[config.mk]
export PLATFORM = sky130hd
export DESIGN_NAME = regfile_dumper_flat
export DESIGN_NICKNAME = d
export VERILOG_FILES = /design/src/rtl/regfile_dumper_pkg.sv /design/src/rtl/regfile_dumper_if.sv /design/src/rtl/regfile_dumper_serializer.sv /design/src/rtl/regfile_dumper.sv /design/src/flat_wrapper.sv
export SDC_FILE = /design/constraint.sdc
export NUM_CORES = 1
export LEC_CHECK = 0
export CAP_MARGIN = 0
export CORE_AREA = 3 3 50 97
export DETAILED_ROUTE_END_ITERATION = 6
export DIE_AREA = 0 0 53 100
export PLACE_DENSITY = 0.83
export SYNTH_ARGS = -nofsm -noshare
export SYNTH_HDL_FRONTEND = slang
export SYNTH_SLANG_ARGS = --single-unit
[constraint.sdc]
create_clock -name clk -period 3.43 [get_ports clk]
set_input_delay 0.5145 -clock clk [delete_from_list [all_inputs] [get_ports clk]]
set_output_delay 0.5145 -clock clk [all_outputs]
set_load 0.1 [all_outputs]
[src/rtl/regfile_dumper_pkg.sv]
// Shared types and constants for the register-file dumper.
package regfile_dump_pkg;
  typedef enum logic [2:0] {
    ST_IDLE,
    ST_READ,
    ST_HDR,
    ST_SEND,
    ST_DONE
  } dump_state_t;

  localparam int         BYTES_PER_REG = 4;
  localparam logic [2:0] HDR_PREFIX    = 3'b000;
endpackage

[src/rtl/regfile_dumper_if.sv]
// Register-file read port plus start/status and byte-stream handshake of the dumper.
interface regfile_dumper_if;
  logic        start;
  logic        busy;
  logic        done;
  logic        rd_en;
  logic [4:0]  rd_index;
  logic [31:0] rd_data;
  logic        out_valid;
  logic        out_ready;
  logic [7:0]  out_data;

  modport master (
    input  start, rd_data, out_ready,
    output busy, done, rd_en, rd_index, out_valid, out_data
  );

  modport slave (
    output start, rd_data, out_ready,
    input  busy, done, rd_en, rd_index, out_valid, out_data
  );
endinterface

[src/rtl/regfile_dumper_serializer.sv]
// Holds one captured 32-bit word and shifts it out low byte first; flags the final byte.
module dump_byte_serializer
  import regfile_dump_pkg::*;
(
  input  logic        clk,
  input  logic        reset,
  input  logic        load,
  input  logic [31:0] load_data,
  input  logic        shift,
  output logic [7:0]  byte_out,
  output logic        last
);
  logic [31:0] word_q, word_d;
  logic [1:0]  cnt_q, cnt_d;

  always_comb begin
    word_d = word_q;
    cnt_d  = cnt_q;
    if (load) begin
      word_d = load_data;
      cnt_d  = 2'd0;
    end else if (shift) begin
      word_d = word_q >> 8;
      cnt_d  = cnt_q + 2'd1;
    end
  end

  always_ff @(posedge clk or posedge reset) begin
    if (reset) begin
      word_q <= '0;
      cnt_q  <= '0;
    end else begin
      word_q <= word_d;
      cnt_q  <= cnt_d;
    end
  end

  assign byte_out = word_q[7:0];
  assign last     = (cnt_q == 2'(BYTES_PER_REG - 1));
endmodule

[src/rtl/regfile_dumper.sv]
// Walks register indices FIRST_REG..LAST_REG and streams each word out as bytes.
// Define REGDUMP_HEADER_EN to prefix each register with a {3'b000, index} header byte.
module regfile_dumper
  import regfile_dump_pkg::*;
#(
  parameter int FIRST_REG = 0,
  parameter int LAST_REG  = 31
) (
  input  logic             clk,
  input  logic             reset,
  regfile_dumper_if.master bus
);
  localparam logic [4:0] FIRST_IDX = 5'(FIRST_REG);
  localparam logic [4:0] LAST_IDX  = 5'(LAST_REG);

  dump_state_t state_q, state_d;
  logic [4:0]  idx_q, idx_d;
  logic        hs, ser_load, ser_shift, ser_last;
  logic [7:0]  ser_byte;

  assign hs = bus.out_valid && bus.out_ready;

  always_ff @(posedge clk or posedge reset) begin
    if (reset) begin
      state_q <= ST_IDLE;
      idx_q   <= '0;
    end else begin
      state_q <= state_d;
      idx_q   <= idx_d;
    end
  end

  always_comb begin
    state_d = state_q;
    idx_d   = idx_q;
    case (state_q)
      ST_IDLE: if (bus.start) begin
        idx_d   = FIRST_IDX;
        state_d = ST_READ;
      end
`ifdef REGDUMP_HEADER_EN
      ST_READ: state_d = ST_HDR;
      ST_HDR:  if (hs) state_d = ST_SEND;
`else
      ST_READ: state_d = ST_SEND;
`endif
      ST_SEND: if (hs && ser_last) begin
        // idx stops at LAST_IDX so the index never wraps
        if (idx_q == LAST_IDX) state_d = ST_DONE;
        else begin
          idx_d   = idx_q + 5'd1;
          state_d = ST_READ;
        end
      end
      ST_DONE: state_d = ST_IDLE;
      default: state_d = ST_IDLE;
    endcase
  end

  always_comb begin
    bus.busy      = (state_q != ST_IDLE);
    bus.done      = (state_q == ST_DONE);
    bus.rd_en     = (state_q == ST_READ);
    bus.rd_index  = idx_q;
    bus.out_valid = (state_q == ST_SEND) || (state_q == ST_HDR);
    bus.out_data  = (state_q == ST_HDR) ? {HDR_PREFIX, idx_q} : ser_byte;
    ser_load      = (state_q == ST_READ);
    ser_shift     = (state_q == ST_SEND) && hs;
  end

  dump_byte_serializer u_ser (
    .clk       (clk),
    .reset     (reset),
    .load      (ser_load),
    .load_data (bus.rd_data),
    .shift     (ser_shift),
    .byte_out  (ser_byte),
    .last      (ser_last)
  );
endmodule

[src/flat_wrapper.sv]
// flat-port wrapper written by rule: the top's interface ports become plain ports
module regfile_dumper_flat import regfile_dump_pkg::*;
#(
  parameter int FIRST_REG = 0,
  parameter int LAST_REG  = 31
)
  (clk, reset, bus_start, bus_rd_data, bus_out_ready, bus_busy, bus_done, bus_rd_en, bus_rd_index, bus_out_valid, bus_out_data);
  regfile_dumper_if bus_i ();
  input  logic clk;
  input  logic reset;
  input wire logic [$bits(bus_i.start)-1:0] bus_start;
  input wire logic [$bits(bus_i.rd_data)-1:0] bus_rd_data;
  input wire logic [$bits(bus_i.out_ready)-1:0] bus_out_ready;
  output wire logic [$bits(bus_i.busy)-1:0] bus_busy;
  output wire logic [$bits(bus_i.done)-1:0] bus_done;
  output wire logic [$bits(bus_i.rd_en)-1:0] bus_rd_en;
  output wire logic [$bits(bus_i.rd_index)-1:0] bus_rd_index;
  output wire logic [$bits(bus_i.out_valid)-1:0] bus_out_valid;
  output wire logic [$bits(bus_i.out_data)-1:0] bus_out_data;
  assign bus_i.start = bus_start;
  assign bus_i.rd_data = bus_rd_data;
  assign bus_i.out_ready = bus_out_ready;
  assign bus_busy = bus_i.busy;
  assign bus_done = bus_i.done;
  assign bus_rd_en = bus_i.rd_en;
  assign bus_rd_index = bus_i.rd_index;
  assign bus_out_valid = bus_i.out_valid;
  assign bus_out_data = bus_i.out_data;
  regfile_dumper #(.FIRST_REG(FIRST_REG), .LAST_REG(LAST_REG)) u_core (.clk(clk), .reset(reset), .bus(bus_i));
endmodule
==> reports/metrics.cfg <==
[outcome]
status = completed

[floorplanning]
die_w_um = 53
rows = 33
io_pins = 53
coreArea_um2 = 4170
die_y_um = 100
die_area_um2 = 5300
start_util_pct = 49.5

[critical_path]
cp.required_ps = 2920
path_max_fanout = 9
critical_path_class = reg2out
worstSetupEndpointType = output port
path_cells = inv_1 -> nor3_2 -> mux2_2 -> buf_4
r2r-end = u_core.bus.rd_index[1]
worstPathArrival_ps = 2060
rr_startpoint = u_core.bus.rd_index[0]
rr_worst_depth = 6
start_kind = register
cpPeakStageDelay_ps = 530
rrSetupSlack_ps = 1490
slowest_stage = nor3_2

[hold_path]
hold_class = reg2reg
hold_path.startpoint = u_core.u_ser.word_q[5]
hold_depth = 1
hold_end = u_core.u_ser.word_q[5]

[global_routing]
met3_usage_pct = 3.57
top_usage_layer = met2
use_met1_pct = 21.7
antenna_found_initial = 0
use_met2_pct = 30.1
grt_usage_pct = 18.0
grt_max_degree = 35
grt_pass1_vias = 1545
grt_remaining_overflow = 0
grt_pass1_wl_um = 7090

[place]
gp_congestion = 0.794
placed_cells = 295
hpwl_um = 3020
portBuffers = 52
postPlaceCellArea_um2 = 2520
place_ws_ps = 1120

[logic_synthesis]
synth_area_um2 = 2060
yosys.area.top_type_share_pct = 50.9
yosysTopAreaCell = dfrtp_1
yosys-top-cells-area = dfrtp_1, a22o_1, nand2_1, a21o_1, nand3_1
ys_seq_area_share_pct = 50.9
avgSynthCellArea_um2 = 10.1
synth_fp_nets = 243
synthCells = 204
ys_ff_latch = 42
synth_cell_type_count = 33
yosys_warnings = 0

[layout]
antenna_cells = 0
fin_util_pct = 62.7
fin_nets = 289
final_cells = 303
area_growth_pct = 26.7
drive_gt1_share_pct = 13.1
final_area_um2 = 2610

[flow_run]
maxCapViolations = 0

[cts]
clk_pin_slew_ps = 80
tritoncts = yes
ctsLongestPathBuffers = 2
postCtsResizedCells = 0
cts-root-buf = clkbuf_8
cts_setup_buffers = 0
cts_max_level = 2
hold_buffers = 0
clock_latency_ps = 290
cts.sinks = 42
cts_made_buffers = 5

[timing]
fin_setup_tns_ps = 0
worst_pin_slew_ps = 963
max_freq_ghz = 0.389
drv_slew = 0
period_share_pct = 75.0
fin_ws_ps = 856
setup_viol = 0
rsz0062_at_grt = false
hold_slack_ps = 473
hold_violations = 0
period_needed_ps = 2570
maxSlewHeadroom_pct = 35.6
finalClockSkew_ps = 5.52

[detailed_routing]
ant_nets = 0
vias = 1643
first_pass_iters = 4
drt_iter0_drc = 40
finalWirelength_um = 4190
drc = 0
wl_per_cell_um = 13.8
viasPerCell = 5.42

[pwr]
power_density_nw_per_um2 = 915
power_mw = 2.39
peakVddDrop_uv = 549
p_leak_nw = 1.33

kinds of logic after synthesis:
group | synth area share [%]
buf+inv | 7.09
flops | 50.9
compound gates | 16.3
mux | 3.70
simple gates | 20.1
fa+ha+maj | 1.82
per-layer routing:
| layer | up-vias | wire length, µm |
|---|---|---|
| met5 | - | 0 |
| met3 | 5 | 242 |
| met1 | 771 | 1590 |
| li1 | 801 | - |
| met2 | 66 | 2290 |
| met4 | 0 | 65 |
report_power, final:
group          total, mW  switching, mW  internal [mW]
clock network      0.330          0.168          0.162
logic               1.27          0.892          0.377
registers          0.792          0.121          0.671
total               2.39           1.18           1.21
how the worst max path moves through the flow:
stage	from	endpoint	depth (start not counted)
after floorplan	u_core.state_q[0]	bus_done	2
after global placement	bus_out_ready	u_core.u_ser.word_q[16]	4
after detailed placement	bus_out_ready	u_core.u_ser.word_q[18]	4
after CTS	u_core.state_q[1]	bus_out_data[4]	4
after global routing	u_core.state_q[1]	bus_out_data[4]	4
final	u_core.state_q[1]	bus_out_data[3]	4
final cells by class:
type | instances | area [µm²]
Clock inverter | 2 | 12.5
Timing Repair Buffer | 54 | 505
Multi-Input combinational cell | 140 | 866
Sequential cell | 42 | 1050
Clock buffer | 6 | 82.6
Inverter | 7 | 31.3
Tap cell | 52 | 65.1
Fill cell | 358 | 1560
synthesized netlist by cell type (all sizes together):
library cell,n
mux2,5
and4b,1
nand2b,3
nor3,3
nor3b,1
or3b,1
nor2b,3
nand2,35
a31oi,5
ha,3
dfrtp,42
a2bb2oi,1
buf,12
a21oi,10
nand3,22
o21ai,2
clkbuf,3
a22o,15
mux2i,2
nor2,9
inv,7
and3,2
and3b,2
nand4b,1
a21o,14
cells in the final DEF (no fill, tap or decap), types with 2 or more instances in the layout:
cell type | netlist | routed
buf_4 | 2 | 14
clkbuf_8 | 0 | 6
nor2_1 | 8 | 8
ha_1 | 3 | 3
nor3_1 | 2 | 2
nand2b_1 | 3 | 3
nand3_1 | 21 | 21
dfrtp_1 | 42 | 42
a21o_1 | 14 | 14
and3_1 | 2 | 2
and3b_1 | 2 | 2
a31oi_1 | 5 | 5
mux2i_1 | 2 | 2
o21ai_0 | 2 | 2
nand2_1 | 34 | 34
inv_1 | 6 | 5
nor2b_1 | 3 | 3
clkdlybuf4s50_1 | 0 | 40
a22o_1 | 15 | 15
a21oi_1 | 10 | 10
mux2_2 | 5 | 5
state kept, by name (all words and copies together), names as in the netlist:
signal	cells
u_core.u_ser.cnt_q	2
u_core.u_ser.word_q	32
u_core.bus.rd_index	5
u_core.state_q	3
worst max-delay path: cells and delay by family (launching register included):
family | cells | cell delay (ps)
and+or+nand+nor | 1 | 530
DFF | 1 | 480
muxes | 1 | 400
buffers and inverters | 2 | 350
(Power assumes the default switching activity.)
